File: src/rtl/mem_port_arbiter_if.sv
// Fetch/data requester, memory port and status bundle of the memory arbiter.
// master = arbiter side, slave = pipeline/memory environment side.
interface mem_port_arbiter_if;
    logic        if_req;
    logic        if_kill;
    logic [31:0] if_addr;
    logic        if_ack;
    logic [31:0] if_rdata;

    logic        d_req;
    logic        d_we;
    logic [3:0]  d_be;
    logic [31:0] d_addr;
    logic [31:0] d_wdata;
    logic        d_ack;
    logic [31:0] d_rdata;

    logic        mem_req;
    logic        mem_we;
    logic [3:0]  mem_be;
    logic [31:0] mem_addr;
    logic [31:0] mem_wdata;
    logic [31:0] mem_rdata;
    logic        mem_ready;

    logic        stall_if;
    logic        stall_d;
    logic        err_timeout;

    modport master (
        input  if_req, if_kill, if_addr,
        input  d_req, d_we, d_be, d_addr, d_wdata,
        input  mem_rdata, mem_ready,
        output if_ack, if_rdata, d_ack, d_rdata,
        output mem_req, mem_we, mem_be, mem_addr, mem_wdata,
        output stall_if, stall_d, err_timeout
    );

    modport slave (
        output if_req, if_kill, if_addr,
        output d_req, d_we, d_be, d_addr, d_wdata,
        output mem_rdata, mem_ready,
        input  if_ack, if_rdata, d_ack, d_rdata,
        input  mem_req, mem_we, mem_be, mem_addr, mem_wdata,
        input  stall_if, stall_d, err_timeout
    );
endinterface

File: src/rtl/mem_port_arbiter.sv
// Shares one memory port between fetch and data access via IDLE/BUSY/RESP FSM.
// Define MEM_ARB_RR_EN for round-robin ties; default is fixed D-over-IF priority.
module mem_port_arbiter #(
    parameter int TIMEOUT = 255
) (
    input  logic               clk,
    input  logic               rst,
    mem_port_arbiter_if.master bus
);
    typedef enum logic [1:0] {S_IDLE, S_BUSY, S_RESP} state_t;
    typedef enum logic {OWN_IF, OWN_D} owner_t;

    localparam int CW = (TIMEOUT > 2) ? $clog2(TIMEOUT) : 1;
    localparam logic [CW-1:0] WD_MAX = CW'((TIMEOUT > 0) ? TIMEOUT - 1 : 0);
    localparam bit WD_EN = (TIMEOUT > 0);

    state_t      r_state, w_n_state;
    owner_t      r_owner, w_n_owner;
    logic        r_mem_req, w_n_mem_req;
    logic        r_mem_we, w_n_mem_we;
    logic [3:0]  r_mem_be, w_n_mem_be;
    logic [31:0] r_mem_addr, w_n_mem_addr;
    logic [31:0] r_mem_wdata, w_n_mem_wdata;
    logic [31:0] r_if_rdata, w_n_if_rdata;
    logic [31:0] r_d_rdata, w_n_d_rdata;
    logic        r_if_ack, w_n_if_ack;
    logic        r_d_ack, w_n_d_ack;
    logic        r_err, w_n_err;
    logic        r_kill, w_n_kill;
    logic [CW-1:0] r_wdog, w_n_wdog;

    logic w_if_elig;
    logic w_d_elig;
    logic w_d_wins;
    logic w_gnt_d;
    logic w_gnt_if;
    logic w_wd_exp;
    logic w_if_ack;

    assign w_if_elig = bus.if_req & ~bus.if_kill;
    assign w_d_elig  = bus.d_req;

`ifdef MEM_ARB_RR_EN
    owner_t r_last;

    // Tie goes to whoever did not win the previous grant.
    assign w_d_wins = (r_last == OWN_IF);

    always_ff @(posedge clk or posedge rst) begin
        if (rst) begin
            r_last <= OWN_IF;
        end else if (r_state == S_IDLE && (w_gnt_d || w_gnt_if)) begin
            r_last <= w_gnt_d ? OWN_D : OWN_IF;
        end
    end
`else
    // The access stage holds the older instruction.
    assign w_d_wins = 1'b1;
`endif

    assign w_gnt_d  = w_d_elig & (~w_if_elig | w_d_wins);
    assign w_gnt_if = w_if_elig & ~w_gnt_d;
    assign w_wd_exp = WD_EN && (r_wdog == WD_MAX);

    always_comb begin
        w_n_state     = r_state;
        w_n_owner     = r_owner;
        w_n_mem_req   = r_mem_req;
        w_n_mem_we    = r_mem_we;
        w_n_mem_be    = r_mem_be;
        w_n_mem_addr  = r_mem_addr;
        w_n_mem_wdata = r_mem_wdata;
        w_n_if_rdata  = r_if_rdata;
        w_n_d_rdata   = r_d_rdata;
        w_n_if_ack    = 1'b0;
        w_n_d_ack     = 1'b0;
        w_n_err       = 1'b0;
        w_n_kill      = r_kill;
        w_n_wdog      = r_wdog;
        unique case (r_state)
            S_IDLE: begin
                if (w_gnt_d) begin
                    w_n_owner     = OWN_D;
                    w_n_mem_req   = 1'b1;
                    w_n_mem_we    = bus.d_we;
                    w_n_mem_be    = bus.d_be;
                    w_n_mem_addr  = bus.d_addr;
                    w_n_mem_wdata = bus.d_wdata;
                    w_n_kill      = 1'b0;
                    w_n_wdog      = '0;
                    w_n_state     = S_BUSY;
                end else if (w_gnt_if) begin
                    w_n_owner     = OWN_IF;
                    w_n_mem_req   = 1'b1;
                    w_n_mem_we    = 1'b0;
                    w_n_mem_be    = 4'hF;
                    w_n_mem_addr  = bus.if_addr;
                    w_n_kill      = 1'b0;
                    w_n_wdog      = '0;
                    w_n_state     = S_BUSY;
                end
            end
            S_BUSY: begin
                w_n_wdog = r_wdog + CW'(1);
                if (r_owner == OWN_IF && bus.if_kill) begin
                    w_n_kill = 1'b1;
                end
                // A completion in the expiry cycle beats the abort.
                if (bus.mem_ready) begin
                    w_n_mem_req = 1'b0;
                    w_n_state   = S_RESP;
                    if (r_owner == OWN_IF) begin
                        w_n_if_rdata = bus.mem_rdata;
                        w_n_if_ack   = 1'b1;
                    end else begin
                        w_n_d_rdata = bus.mem_rdata;
                        w_n_d_ack   = 1'b1;
                    end
                end else if (w_wd_exp) begin
                    w_n_mem_req = 1'b0;
                    w_n_err     = 1'b1;
                    w_n_state   = S_RESP;
                    if (r_owner == OWN_IF) begin
                        w_n_if_rdata = '0;
                        w_n_if_ack   = 1'b1;
                    end else begin
                        w_n_d_rdata = '0;
                        w_n_d_ack   = 1'b1;
                    end
                end
            end
            S_RESP: begin
                w_n_state = S_IDLE;
            end
            default: begin
                w_n_state = S_IDLE;
            end
        endcase
    end

    always_ff @(posedge clk or posedge rst) begin
        if (rst) begin
            r_state     <= S_IDLE;
            r_owner     <= OWN_IF;
            r_mem_req   <= 1'b0;
            r_mem_we    <= 1'b0;
            r_mem_be    <= '0;
            r_mem_addr  <= '0;
            r_mem_wdata <= '0;
            r_if_rdata  <= '0;
            r_d_rdata   <= '0;
            r_if_ack    <= 1'b0;
            r_d_ack     <= 1'b0;
            r_err       <= 1'b0;
            r_kill      <= 1'b0;
            r_wdog      <= '0;
        end else begin
            r_state     <= w_n_state;
            r_owner     <= w_n_owner;
            r_mem_req   <= w_n_mem_req;
            r_mem_we    <= w_n_mem_we;
            r_mem_be    <= w_n_mem_be;
            r_mem_addr  <= w_n_mem_addr;
            r_mem_wdata <= w_n_mem_wdata;
            r_if_rdata  <= w_n_if_rdata;
            r_d_rdata   <= w_n_d_rdata;
            r_if_ack    <= w_n_if_ack;
            r_d_ack     <= w_n_d_ack;
            r_err       <= w_n_err;
            r_kill      <= w_n_kill;
            r_wdog      <= w_n_wdog;
        end
    end

    // A discarded fetch is drained but never acknowledged.
    assign w_if_ack = r_if_ack & ~r_kill & ~bus.if_kill;

    assign bus.if_ack      = w_if_ack;
    assign bus.if_rdata    = w_if_ack ? r_if_rdata : '0;
    assign bus.d_ack       = r_d_ack;
    assign bus.d_rdata     = r_d_ack ? r_d_rdata : '0;
    assign bus.mem_req     = r_mem_req;
    assign bus.mem_we      = r_mem_we & r_mem_req;
    assign bus.mem_be      = r_mem_be;
    assign bus.mem_addr    = r_mem_addr;
    assign bus.mem_wdata   = r_mem_wdata;
    assign bus.stall_if    = bus.if_req & ~bus.if_kill & ~w_if_ack;
    assign bus.stall_d     = bus.d_req & ~r_d_ack;
    assign bus.err_timeout = r_err;
endmodule

File: src/flat_wrapper.sv
// flat-port wrapper written by rule: the top's interface ports become plain ports
module mem_port_arbiter_flat 
#(
    parameter int TIMEOUT = 255
)
  (clk, rst, bus_if_req, bus_if_kill, bus_if_addr, bus_d_req, bus_d_we, bus_d_be, bus_d_addr, bus_d_wdata, bus_mem_rdata, bus_mem_ready, bus_if_ack, bus_if_rdata, bus_d_ack, bus_d_rdata, bus_mem_req, bus_mem_we, bus_mem_be, bus_mem_addr, bus_mem_wdata, bus_stall_if, bus_stall_d, bus_err_timeout);
  mem_port_arbiter_if bus_i ();
  input  logic clk;
  input  logic rst;
  input wire logic [$bits(bus_i.if_req)-1:0] bus_if_req;
  input wire logic [$bits(bus_i.if_kill)-1:0] bus_if_kill;
  input wire logic [$bits(bus_i.if_addr)-1:0] bus_if_addr;
  input wire logic [$bits(bus_i.d_req)-1:0] bus_d_req;
  input wire logic [$bits(bus_i.d_we)-1:0] bus_d_we;
  input wire logic [$bits(bus_i.d_be)-1:0] bus_d_be;
  input wire logic [$bits(bus_i.d_addr)-1:0] bus_d_addr;
  input wire logic [$bits(bus_i.d_wdata)-1:0] bus_d_wdata;
  input wire logic [$bits(bus_i.mem_rdata)-1:0] bus_mem_rdata;
  input wire logic [$bits(bus_i.mem_ready)-1:0] bus_mem_ready;
  output wire logic [$bits(bus_i.if_ack)-1:0] bus_if_ack;
  output wire logic [$bits(bus_i.if_rdata)-1:0] bus_if_rdata;
  output wire logic [$bits(bus_i.d_ack)-1:0] bus_d_ack;
  output wire logic [$bits(bus_i.d_rdata)-1:0] bus_d_rdata;
  output wire logic [$bits(bus_i.mem_req)-1:0] bus_mem_req;
  output wire logic [$bits(bus_i.mem_we)-1:0] bus_mem_we;
  output wire logic [$bits(bus_i.mem_be)-1:0] bus_mem_be;
  output wire logic [$bits(bus_i.mem_addr)-1:0] bus_mem_addr;
  output wire logic [$bits(bus_i.mem_wdata)-1:0] bus_mem_wdata;
  output wire logic [$bits(bus_i.stall_if)-1:0] bus_stall_if;
  output wire logic [$bits(bus_i.stall_d)-1:0] bus_stall_d;
  output wire logic [$bits(bus_i.err_timeout)-1:0] bus_err_timeout;
  assign bus_i.if_req = bus_if_req;
  assign bus_i.if_kill = bus_if_kill;
  assign bus_i.if_addr = bus_if_addr;
  assign bus_i.d_req = bus_d_req;
  assign bus_i.d_we = bus_d_we;
  assign bus_i.d_be = bus_d_be;
  assign bus_i.d_addr = bus_d_addr;
  assign bus_i.d_wdata = bus_d_wdata;
  assign bus_i.mem_rdata = bus_mem_rdata;
  assign bus_i.mem_ready = bus_mem_ready;
  assign bus_if_ack = bus_i.if_ack;
  assign bus_if_rdata = bus_i.if_rdata;
  assign bus_d_ack = bus_i.d_ack;
  assign bus_d_rdata = bus_i.d_rdata;
  assign bus_mem_req = bus_i.mem_req;
  assign bus_mem_we = bus_i.mem_we;
  assign bus_mem_be = bus_i.mem_be;
  assign bus_mem_addr = bus_i.mem_addr;
  assign bus_mem_wdata = bus_i.mem_wdata;
  assign bus_stall_if = bus_i.stall_if;
  assign bus_stall_d = bus_i.stall_d;
  assign bus_err_timeout = bus_i.err_timeout;
  mem_port_arbiter #(.TIMEOUT(TIMEOUT)) u_core (.clk(clk), .rst(rst), .bus(bus_i));
endmodule
File: config.mk
export PLATFORM = sky130hd
export DESIGN_NAME = mem_port_arbiter_flat
export DESIGN_NICKNAME = d
export VERILOG_FILES = /design/src/rtl/mem_port_arbiter_if.sv /design/src/rtl/mem_port_arbiter.sv /design/src/flat_wrapper.sv
export SDC_FILE = /design/constraint.sdc
export NUM_CORES = 1
export LEC_CHECK = 0
export CORE_UTILIZATION = 47
export DETAILED_ROUTE_END_ITERATION = 16
export PLACE_DENSITY = 0.86
export SYNTH_ARGS = -nofsm -noshare
export SYNTH_HDL_FRONTEND = slang
export SYNTH_SLANG_ARGS = --single-unit
export TNS_END_PERCENT = 30
File: constraint.sdc
create_clock -name clk -period 8.69 [get_ports clk]
set_input_delay 0.869 -clock clk [delete_from_list [all_inputs] [get_ports clk]]
set_output_delay 0.869 -clock clk [all_outputs]
set_load 0.01 [all_outputs]
==> flow_summary.json <==
{
  "r2r_cells": 6,
  "die_w_um": 123.7,
  "finalSetupViolCount": 0,
  "hold_class": "flip-flop to flip-flop",
  "fin_skew_ns": 0.007523,
  "ys_seq_area_frac": 0.5360,
  "path_clk_slew_ns": 0.06,
  "clkLatencyLatePin_ns": 0.42,
  "fin_crit_sh": 0.4391,
  "worst_pin_slew_ns": 1.027,
  "synthesis.nets": 692,
  "area_growth_pct": 48.94,
  "crit_type": "input pin to output port",
  "nets": 953,
  "crit_path_end_kind": "output port",
  "multi_input_area_um2": 2982,
  "gp_congestion": 0.8072,
  "fillers": 977,
  "die_area_um2": 15290,
  "fp.coreArea_um2": 14480,
  "worstSetupStartpointType": "input pin",
  "async_flop_share": 1.000,
  "drt-wirelength-per-cell_um": 19.48,
  "setup_tns_ns": 0,
  "outcome": "finished clean",
  "diodes": 0,
  "cts_tree": "yes",
  "num_io_pins": 278,
  "synth_cells": 551,
  "regArea_um2": 3729,
  "wirelength_um": 19650,
  "p_leak_uw": 0.004245,
  "grt_overflow": 0,
  "initial_core_util": 0.4805,
  "vias": 5655,
  "drc": 0,
  "synth_area_per_cell_um2": 12.63,
  "crit_arrival_ns": 2.95,
  "worstHoldEndpoint": "u_core.r_d_rdata[3]$_DFFE_PP0P_",
  "cp_max_fo": 33,
  "synth_area_um2": 6957,
  "cts_made_buffers": 17,
  "reg2reg_slack_ns": 6.71,
  "ys_ff_latch": 149,
  "power.density_nw_per_um2": 327.1,
  "drtAntennaViolNets": 0,
  "cts_setup_buffers": 0,
  "min_path_cells": 1,
  "synth_edf_count": 0,
  "slew_headroom": 0.3151,
  "final_util": 0.7156,
  "finalInstanceArea_um2": 10360,
  "drv_slew": 0,
  "rsz0062_at_grt": "false",
  "layout-drive-gt1-share": 0.1709,
  "finalPower_uw": 3389,
  "timing.final.crit_period_ns": 3.815,
  "post-dp-hpwl_um": 13940,
  "track_usage": 0.2596,
  "grt_start_max_net_pins": 84,
  "worstHoldStart": "u_core.r_d_rdata[3]$_DFFE_PP0P_",
  "peakVddDrop_uv": 187.4,
  "fmaxAchievable_mhz": 262.1,
  "drtIter0Drc": 355,
  "vias_per_cell": 5.605,
  "fp-row-count": 44,
  "htree_levels": 4,
  "placed_area_um2": 9796,
  "grt_pass1_wl_um": 29880,
  "postCtsHoldBufs": 0,
  "ys.flop_type": "dfrtp_1",
  "cts_sinks": 149,
  "hold_viol_final": 0,
  "first_pass_iters": 5,
  "grt_pass1_vias": 5752,
  "die_h_um": 123.7,
  "rr_endpoint": "u_core.bus.mem_req$_DFFE_PP0P_",
  "antenna_found_initial": 0,
  "drv_cap": 0,
  "root_buffer": "clkbuf_16",
  "yosysWarnings": 0,
  "synth_cell_types": 39,
  "rr_startpoint": "u_core.r_wdog[0]$_DFFE_PP0P_",
  "port_buffers": 277,
  "cts_resized": 0,
  "pre_cts_slack_ns": 4.894,
  "fin_ws_ns": 4.875,
  "clockBufferDepth": 2,
  "worstPathRequired_ns": 7.82
}
==> metal layers <==
metal	up-vias	GRT usage	part of all wire
met3	33	0.07509	0.078
met2	272	0.4573	0.52
met5	-	0	0
met4	0	0.1069	0.025
met1	2826	0.2932	0.38
li1	2524	-	-
==> through the flow <==
stage,instances,hold slack [ns]
after floorplan,551,0.4465
after global placement,977,0.4677
after detailed placement,977,0.4872
after CTS,1009,0.5004
after global routing,1009,0.5161
final,1009,0.4989
==> critical path: stages <==
cell,delay [ns]
clkdlybuf4s50_1,0.43
inv_1,0.09
and3_1,0.76
and2_1,0.24
clkdlybuf4s50_1,0.55
==> worst max-delay path by stage <==
stage / start / end / slack, ns / cells past startpoint
after floorplan: rst / u_core.bus.d_ack$_DFF_PP0_ / 3.81 / 1
after global placement: bus_if_kill / bus_if_rdata[15] / 5.00 / 5
after detailed placement: bus_if_kill / bus_if_rdata[24] / 4.89 / 5
after CTS: bus_if_kill / bus_if_rdata[30] / 4.89 / 5
after global routing: bus_if_kill / bus_if_rdata[24] / 4.78 / 5
final: bus_if_kill / bus_if_rdata[30] / 4.87 / 5
==> Yosys cell counts, drive strengths merged (2+ instances only) <==
master,n,area [µm²]
o22a,5,43.79
a21o,66,495.5
o21ai,4,20.02
inv,6,22.52
o31a,2,17.52
dfrtp,149,3729
nand2,4,15.01
and3,3,18.77
clkbuf,19,71.32
nand3,4,20.02
nand2b,2,12.51
a31oi,2,12.51
mux2,96,1081
and2,66,412.9
nor4,2,12.51
ha,2,25.02
a21oi,2,10.01
a211o,3,26.28
nor2,6,22.52
nor2b,4,25.02
a22o,65,569.3
buf,24,167.6
nor3,2,10.01
==> cell type report <==
cell class / count / share of cell area
Clock inverter: 14 / 0.01220
Tap cell: 184 / 0.02222
Multi-Input combinational cell: 353 / 0.2878
Clock buffer: 18 / 0.04239
Sequential cell: 149 / 0.3599
Inverter: 6 / 0.002657
Timing Repair Buffer: 285 / 0.2729
==> cells by family after synthesis <==
logic type      Yosys count  share of synthesized area
fa+ha+maj                 2                   0.003597
mux                      96                     0.1554
flops                   149                     0.5360
simple gates             99                    0.08705
buf+inv                  49                    0.03759
compound gates          156                     0.1804
==> report_power, final <==
| part | internal (µW) | total (µW) | switching (µW) | leakage (µW) |
|---|---|---|---|---|
| Combinational | 893 | 1480 | 586 | 0.00233 |
| Clock | 403 | 699 | 296 | 0.000265 |
| Sequential | 995 | 1210 | 216 | 0.00165 |
| Total | 2290 | 3390 | 1100 | 0.00425 |
==> registers in the layout, summed over array words and instances (netlist names), 2 cells and up <==
signal / count
u_core.bus.mem_addr: 32
u_core.r_d_rdata: 32
u_core.bus.mem_be: 4
u_core.r_state: 2
u_core.bus.mem_wdata: 32
u_core.r_if_rdata: 32
u_core.r_wdog: 8
==> cell usage in the layout (no fill, tap or decap), drive strengths merged, types with 2 or more instances in the layout <==
cell and count:
clkdlybuf4s50 276, dfrtp 149, mux2 96, a21o 66, and2 66, a22o 65, clkbuf 18, buf 9
inv 9, nor2 6, o22a 5, clkinvlp 5, clkinv 5, nand3 4, nor2b 4, nand2 4
o21ai 4, and3 3, a211o 3, nand2b 2, nor3 2, nor4 2, a21oi 2, o31a 2
a31oi 2, ha 2
(Power assumes the default switching activity.)
